==> src/rtl/fg_fetch_sram_port.sv <==
// Foreground SRAM port: fixed-latency pixel fetch for the pipeline, with a small
// write FIFO that drains into the shared single-port SRAM on cycles without a read.
module fg_fetch_sram_port #(
    parameter int PIXEL_SIZE    = 16,
    parameter int PRECISION     = 11,
    parameter int FG_WIDTH      = 800,
    parameter int FG_HEIGHT     = 600,
    parameter int ADDR_WIDTH    = 19,
    parameter int FETCH_DELAY   = 3,
    parameter int SRAM_RD_LAT   = 1,
    parameter int WR_FIFO_DEPTH = 4
) (
    input  logic                        clk,
    input  logic                        rst,
    input  logic signed [PRECISION:0]   req_x,
    input  logic signed [PRECISION:0]   req_y,
    input  logic                        req_active,
    output logic [PIXEL_SIZE-1:0]       fg_pixel_out,
    output logic                        fg_pixel_skip,
    input  logic                        wr_valid,
    output logic                        wr_ready,
    input  logic [ADDR_WIDTH-1:0]       wr_addr,
    input  logic [PIXEL_SIZE-1:0]       wr_data,
    output logic                        wr_overflow,
    output logic [ADDR_WIDTH-1:0]       sram_addr,
    output logic                        sram_re,
    output logic                        sram_we,
    output logic [PIXEL_SIZE-1:0]       sram_wdata,
    input  logic [PIXEL_SIZE-1:0]       sram_rdata
);

    // Hit flags ride alongside the read until the output register; with
    // SRAM_RD_LAT == FETCH_DELAY-2 both terms agree.
    localparam int PIPE_W = (FETCH_DELAY - 1 > SRAM_RD_LAT + 1) ? FETCH_DELAY - 1 : SRAM_RD_LAT + 1;
    localparam int IDX_W  = $clog2(WR_FIFO_DEPTH);
    localparam int PTR_W  = IDX_W + 1;

    localparam logic signed [PRECISION:0] FG_W_S = (PRECISION+1)'(FG_WIDTH);
    localparam logic signed [PRECISION:0] FG_H_S = (PRECISION+1)'(FG_HEIGHT);
    localparam logic [ADDR_WIDTH-1:0]     FG_W_A = ADDR_WIDTH'(FG_WIDTH);

    logic                   hit;
    logic [ADDR_WIDTH-1:0]  rd_addr;
    logic [ADDR_WIDTH-1:0]  x_ext;
    logic [ADDR_WIDTH-1:0]  y_ext;
    logic [PIPE_W-1:0]      hit_pipe;

    logic [ADDR_WIDTH-1:0]  fifo_addr [WR_FIFO_DEPTH];
    logic [PIXEL_SIZE-1:0]  fifo_data [WR_FIFO_DEPTH];
    logic [PTR_W-1:0]       wr_ptr;
    logic [PTR_W-1:0]       rd_ptr;
    logic                   fifo_empty;
    logic                   fifo_full;
    logic                   push;
    logic                   pop;

    always_comb begin
        hit   = req_active
              && !req_x[PRECISION] && (req_x < FG_W_S)
              && !req_y[PRECISION] && (req_y < FG_H_S);
        x_ext   = ADDR_WIDTH'($unsigned(req_x));
        y_ext   = ADDR_WIDTH'($unsigned(req_y));
        rd_addr = y_ext * FG_W_A + x_ext;
    end

    always_comb begin
        fifo_empty = (wr_ptr == rd_ptr);
        fifo_full  = (wr_ptr[PTR_W-1] != rd_ptr[PTR_W-1])
                  && (wr_ptr[IDX_W-1:0] == rd_ptr[IDX_W-1:0]);
        wr_ready   = ~fifo_full & ~rst;
        push       = wr_valid & wr_ready;
        pop        = ~hit & ~fifo_empty;
    end

    always_ff @(posedge clk) begin
        if (push) begin
            fifo_addr[wr_ptr[IDX_W-1:0]] <= wr_addr;
            fifo_data[wr_ptr[IDX_W-1:0]] <= wr_data;
        end
    end

    always_ff @(posedge clk) begin
        if (rst) begin
            wr_ptr        <= '0;
            rd_ptr        <= '0;
            hit_pipe      <= '0;
            sram_re       <= 1'b0;
            sram_we       <= 1'b0;
            sram_addr     <= '0;
            sram_wdata    <= '0;
            fg_pixel_out  <= '0;
            fg_pixel_skip <= 1'b1;
            wr_overflow   <= 1'b0;
        end else begin
            if (push)
                wr_ptr <= wr_ptr + 1'b1;

            // A read always wins the port; a queued write only takes a read-free slot.
            sram_re <= hit;
            sram_we <= pop;
            if (hit) begin
                sram_addr <= rd_addr;
            end else if (pop) begin
                sram_addr  <= fifo_addr[rd_ptr[IDX_W-1:0]];
                sram_wdata <= fifo_data[rd_ptr[IDX_W-1:0]];
                rd_ptr     <= rd_ptr + 1'b1;
            end

            hit_pipe      <= {hit_pipe[PIPE_W-2:0], hit};
            fg_pixel_skip <= ~hit_pipe[PIPE_W-1];
            if (hit_pipe[PIPE_W-1])
                fg_pixel_out <= sram_rdata;

            if (wr_valid & ~wr_ready)
                wr_overflow <= 1'b1;
        end
    end

endmodule

==> config.mk <==
export PLATFORM = sky130hd
export DESIGN_NAME = fg_fetch_sram_port
export DESIGN_NICKNAME = d
export VERILOG_FILES = /design/src/rtl/fg_fetch_sram_port.sv
export SDC_FILE = /design/constraint.sdc
export NUM_CORES = 1
export LEC_CHECK = 0
export ABC_CLOCK_PERIOD_IN_PS = 4900
export BUFFER_PORTS_ARGS = -buffer_cell sky130_fd_sc_hd__clkbuf_2
export CORE_UTILIZATION = 29
export CTS_CLUSTER_SIZE = 12
export DETAILED_ROUTE_END_ITERATION = 6
export GPL_TIMING_DRIVEN = 0
export PLACE_DENSITY = 0.42
export SLEW_MARGIN = 20
export SYNTH_ARGS = -nofsm -noshare
export SYNTH_HDL_FRONTEND = slang
export SYNTH_SLANG_ARGS = --single-unit
==> constraint.sdc <==
create_clock -name clk -period 4.9 [get_ports clk]
set_clock_uncertainty 0.05 [all_clocks]
set_input_delay 0.98 -clock clk [delete_from_list [all_inputs] [get_ports clk]]
set_output_delay 0.98 -clock clk [all_outputs]
set_load 0.005 [all_outputs]
==> results of run 1 <==
==> cell families after synthesis <==
kind of cell	Yosys count	share of synthesized area, %
multiplexers	70	12.7
flip-flops	204	60.6
AO/OA/AOI/OAI	78	5.85
AND/OR/NAND/NOR	145	7.23
XOR/XNOR	25	2.42
buffers and inverters	71	3.17
adder cells (fa/ha/maj)	53	7.99
==> sequential cells by signal, summed over array words and instances, names as in the netlist, named ones only <==
signal,cells
fifo_addr,76
fifo_data,64
sram_addr,19
fg_pixel_out,16
sram_wdata,16
rd_ptr,3
wr_ptr,3
hit_pipe,2
fg_pixel_skip,1
sram_we,1
wr_overflow,1
==> per-stage QoR <==
step	hold WS, ps	total power, mW	instance area, um2
after floorplan	403	3.26	9050
after global placement	401	3.78	10200
after detailed placement	405	3.81	10400
after CTS	413	5.55	11200
after global routing	426	5.79	11200
final	408	5.45	11200
==> layout make-up <==
cell class	count	area, um2	area share (%)
inverter	43	161	1.45
multi-input combinational	371	3280	29.4
clock inverter	14	100	0.897
antenna	1	2.50	0.0224
clock buffer	32	672	6.02
sequential	204	5490	49.2
timing repair buffer	139	831	7.45
tap	396	495	4.44
buffer	28	125	1.12
==> per-layer routing <==
layer,global-route usage (%),share of wire [%],vias up
li1,-,-,2716
met1,17.0,42,2823
met2,23.8,50,129
met3,3.15,5.4,33
met4,4.41,2.4,2
met5,0,0.060,-
==> power by group through the flow <==
stage / Clock, mW / Combinational, mW / Sequential [mW]
global placement: 0 / 1.62 / 2.15
finish: 1.71 / 1.62 / 2.12
detailed placement: 0 / 1.65 / 2.16
global route: 1.82 / 1.82 / 2.14
floorplan: 0 / 1.13 / 2.13
CTS: 1.76 / 1.66 / 2.12
==> placed cells by master (no fill, tap or decap), drive strengths merged, types with 3 or more instances in the layout <==
cell      n
clkbuf  180
edfxtp  140
nor2     64
dfxtp    64
nand2    46
inv      46
ha       45
a21oi    40
mux4     35
mux2i    27
buf      19
xnor2    17
clkinv   10
xor2      8
mux2      8
fa        8
nand3     5
a211oi    5
o31ai     5
nor4      5
and3      4
nor2b     4
o21ai     3
and2      3
a21o      3
nand2b    3
o21a      3
==> worst min-delay path: stages, from the launching register on <==
cell and delay, ps:
dfxtp_1 310, nand2_1 50, a21oi_1 50
==> worst paths after layout <==
check	slack, ps	cells past startpoint	startpoint	end
max	670	17	req_y[5]	sram_addr[17]
min	410	2	sram_wdata[2]	sram_wdata[2]
max reg2reg	2420	7	rd_ptr[0]	fifo_addr[0][14]
min reg2reg	410	2	sram_wdata[2]	sram_wdata[2]
==> impl_metrics.toml, run 1 <==
[power]
combPwrFrac_pct = 29.8
p_sw_mw = 1.67
ir_drop_v = 0.000344
power_density_nw_per_um2 = 489
seqPwrFrac_pct = 38.9
clkPwrFrac_pct = 31.3
netSwitchingFraction_pct = 30.7
internal_power_mw = 3.78
p_leak_nw = 4.32

[synth]
synth_nets = 778
synth_area_leaders = "edfxtp_1 (46%), dfxtp_1 (14%), mux4_2 (8.7%)"
yosysMostFrequentCell = "edfxtp_1"
synth_area_leader_cell = "edfxtp_1"
yosysUniqueCellTypes = 55
synth_edf_count = 140
yosys.area.top_type_share_pct = 46.5
ys_warn_count = 0
synthesis.area_um2 = 9050
ys_ff_latch = 204
synth_area_per_cell_um2 = 14.0
ys_top_cells_by_count = "edfxtp_1 (140), dfxtp_1 (64), nor2_1 (64)"
yosysSeqAreaShare_pct = 60.6
synthArstFlopShare_pct = 0
syn_inst = 646
synth_ff_type = "edfxtp_1"

[setup_path]
slowest_delay_ps = 530
worstSetupPathType = "primary input to flop"
cp_slowest_cell = "or4_1"
arrival_ps = 4550
crit_chain = "clkbuf_2 -> inv_1 -> ha_1 -> inv_1 -> ha_1 -> inv_1 -> fa_1 -> inv_1 -> ha_1 -> buf_4 -> a21o_1 -> or4_1 -> o22ai_1 -> xor2_1 -> or4_1 -> a21boi_1 -> nor3_1"
cpMostUsedCell = "inv_1"
critPathTopFamily = "adder cells"
required_ps = 5220
cp-end-kind = "flop"
cp-start-kind = "primary input"
path_max_fanout = 10
worstPathBufferInverterCount = 6

[placed_design]
io_buffers = 133
dpl.cell_count = 1181
gp_congestion = 0.746
dp_hpwl_mm = 15.3
post-place-ws_ps = 166

[global_route]
grt_pass1_vias = 5916
grt_max_degree = 37
gr-total-overflow = 0
grt_pass1_wl_mm = 33.0
antenna_found_initial = 3
grt_usage_pct = 13.8

[sta]
finalCriticalPeriod_ps = 4230
relSlewSlack_pct = 39.6
period_share_pct = 86.4
setup_slack_ps = 665
setup_violations = 0
rsz0062_at_grt = "no"
finalHoldViolCount = 0
slew_violations = 0
finalSetupTns_ps = 0
worstMarginPinSlew_ps = 905
fmax_mhz = 236

[clocking]
ctsResizeCount = 0
htree_levels = 1
cts.sinks = 204
cts_made_buffers = 25
cts-hold-fix-buffers = 0
path_clk_slew_ps = 60
cts_tree = "built"
clock_latency_ps = 520
root_buffer = "clkbuf_16"
cts_buffer_depth = 3
post_cts.repair.setup_buffers = 0

[final_layout]
num-fill-cells = 3002
final_nets = 944
fin_util_pct = 36.4
drive_gt1_share_pct = 29.2
syn_to_final_growth_pct = 23.3
layout.cells.non_filler = 1228

[routing]
routed_wl_mm = 21.6
dr_total_vias = 5703
wire_per_inst_um = 17.6
ant_nets = 0
drt_iter0_markers = 254
drtPass1Iterations = 4
viasPerCell = 4.64
drc = 0

[run]
drv_cap = 0

[min_path]
hp-class = "flop to flop"

[outcome]
outcome = "finished clean"

[die]
core-area_um2 = 30700
fp-row-count = 64
num_io_pins = 135
initial_core_util_pct = 29.5
die_area_um2 = 31900
fp.dieW_um = 179
die_y_um = 179
Note: power is estimated with default switching activity, not from simulation.
==> run 2, diff against run 1 <==
--- a/config.mk
+++ b/config.mk
@@ -10,7 +10,6 @@
 export CORE_UTILIZATION = 29
 export CTS_CLUSTER_SIZE = 12
 export DETAILED_ROUTE_END_ITERATION = 6
-export GPL_TIMING_DRIVEN = 0
 export PLACE_DENSITY = 0.42
 export SLEW_MARGIN = 20
 export SYNTH_ARGS = -nofsm -noshare
==> run 2 against run 1 <==
  * Clock-buffer cell count rose by 1
  * Critical path type unchanged
  * Worst setup slack gained 75 ps
  * Critical path depth decreased by 1
  * Register-to-register slack got worse by 60 ps
  * Critical endpoint unchanged
  * Combinational power barely moved
  * Flip-flop and latch count unchanged
  * Die area unchanged
  * Utilization fell by 0.56 points
  * Final cell count fell by 2.0%
  * Sequential power barely moved
  * Global-route usage down 0.28 points
==> impl_metrics.toml, run 2 (same netlist as run 1, synthesis figures left out) <==
[outcome]
outcome = "finished clean"

[clocking]
htree_levels = 1
cts_made_buffers = 25
root_buffer = "clkbuf_16"
cts_tree = "built"
cts.sinks = 204
cts-hold-fix-buffers = 0
clock_latency_ps = 530
post_cts.repair.setup_buffers = 0
ctsResizeCount = 0
cts_buffer_depth = 3
path_clk_slew_ps = 50

[setup_path]
path_max_fanout = 10
cp-start-kind = "primary input"
required_ps = 5220
worstSetupPathType = "primary input to flop"
arrival_ps = 4480
cp-end-kind = "flop"

[min_path]
hp-class = "flop to flop"

[final_layout]
largest_reg_flops = 76
final_common_cell = "edfxtp_1"
syn_to_final_growth_pct = 21.4
fin_util_pct = 35.8
final_nets = 919
drive_gt1_share_pct = 29.8
mostFrequentLayoutCells = "edfxtp_1 (140), clkbuf_2 (134), nor2_1 (64), dfxtp_1 (63), nand2_1 (46)"

[sta]
fmax_mhz = 240
setup_violations = 0
relSlewSlack_pct = 39.6
slew_violations = 0
finalCriticalPeriod_ps = 4160
period_share_pct = 84.9
finalHoldViolCount = 0
finalSetupTns_ps = 0
rsz0062_at_grt = "no"
setup_slack_ps = 741
worstMarginPinSlew_ps = 904

[global_route]
grt_pass1_vias = 5782
gr-total-overflow = 0
grt_pass1_wl_mm = 32.4
antenna_found_initial = 3
grt_usage_pct = 13.5
grt_max_degree = 64

[die]
initial_core_util_pct = 29.5
core-area_um2 = 30700
fp.dieW_um = 179
fp-row-count = 64
num_io_pins = 135
die_y_um = 179
die_area_um2 = 31900

[routing]
viasPerCell = 4.63
drtPass1Iterations = 4
ant_nets = 0
routed_wl_mm = 21.1
dr_total_vias = 5576
wire_per_inst_um = 17.5
drt_iter0_markers = 224
drc = 0

[power]
p_leak_nw = 4.23
power_density_nw_per_um2 = 498
ir_drop_v = 0.000315

[placed_design]
gp_congestion = 0.792
post-place-ws_ps = 241
dp_hpwl_mm = 13.8
io_buffers = 134

[run]
drv_cap = 0
==> run 2: cell count changes in the layout (fill, tap and decap cells not counted), moves of 2 or more <==
cell	previous run	this run
clkbuf_1	20	4
buf_2	10	0
buf_16	6	0
buf_4	2	8
and3_2	3	0
and3_4	1	4
clkinv_1	7	4
clkinv_2	3	6
clkbuf_8	2	4
inv_6	2	0
==> run 2: worst max-delay path, cell delays in order <==
cell and delay (ps):
clkbuf_2 130, inv_1 50, ha_1 270, inv_1 40, ha_1 260, inv_1 50, fa_1 500, inv_1 40
ha_1 400, a21o_1 290, or4_1 420, o22ai_1 180, xor2_1 140, or4_1 510, a21boi_1 160, nor3_1 60
==> run 2: per-stage QoR <==
step	total power [mW]	area [um2]	instances	hold WS (ps)
after global placement	3.77	10200	1156	397
after CTS	5.57	11000	1202	406
after floorplan	3.26	9050	646	403
after global routing	5.81	11000	1202	421
final	5.47	11000	1204	404
after detailed placement	3.79	10200	1156	402
==> run 2: layer usage <==
layer	global-route usage, %	vias to the layer above	wire (um)
met1	16.9	2736	9360
met2	23.2	139	10100
li1	-	2664	-
met3	3.09	35	1120
met4	4.03	2	529
met5	0	-	13
==> run 2: area by class of cell <==
type                       count  area (um2)
antenna                        2        5.00
clock buffer                  33         696
clock inverter                13         104
fill                        3038       19700
inverter                      43         161
multi-input combinational    371        3310
sequential                   204        5490
tap                          396         495
timing repair buffer         142         731
==> run 2: worst paths after layout <==
path                  start              to  slack (ps)  cells past startpoint
max                req_y[5]   sram_addr[17]         740                     16
min          sram_wdata[15]  sram_wdata[15]         400                      2
max reg2reg       rd_ptr[0]   sram_wdata[9]        2360                      8
min reg2reg  sram_wdata[15]  sram_wdata[15]         400                      2
==> run 2: power breakdown <==
group	switching (mW)	total, mW	internal, mW
Combinational	0.867	1.59	0.719
Clock	0.700	1.75	1.05
Sequential	0.117	2.14	2.02
Total	1.68	5.47	3.79
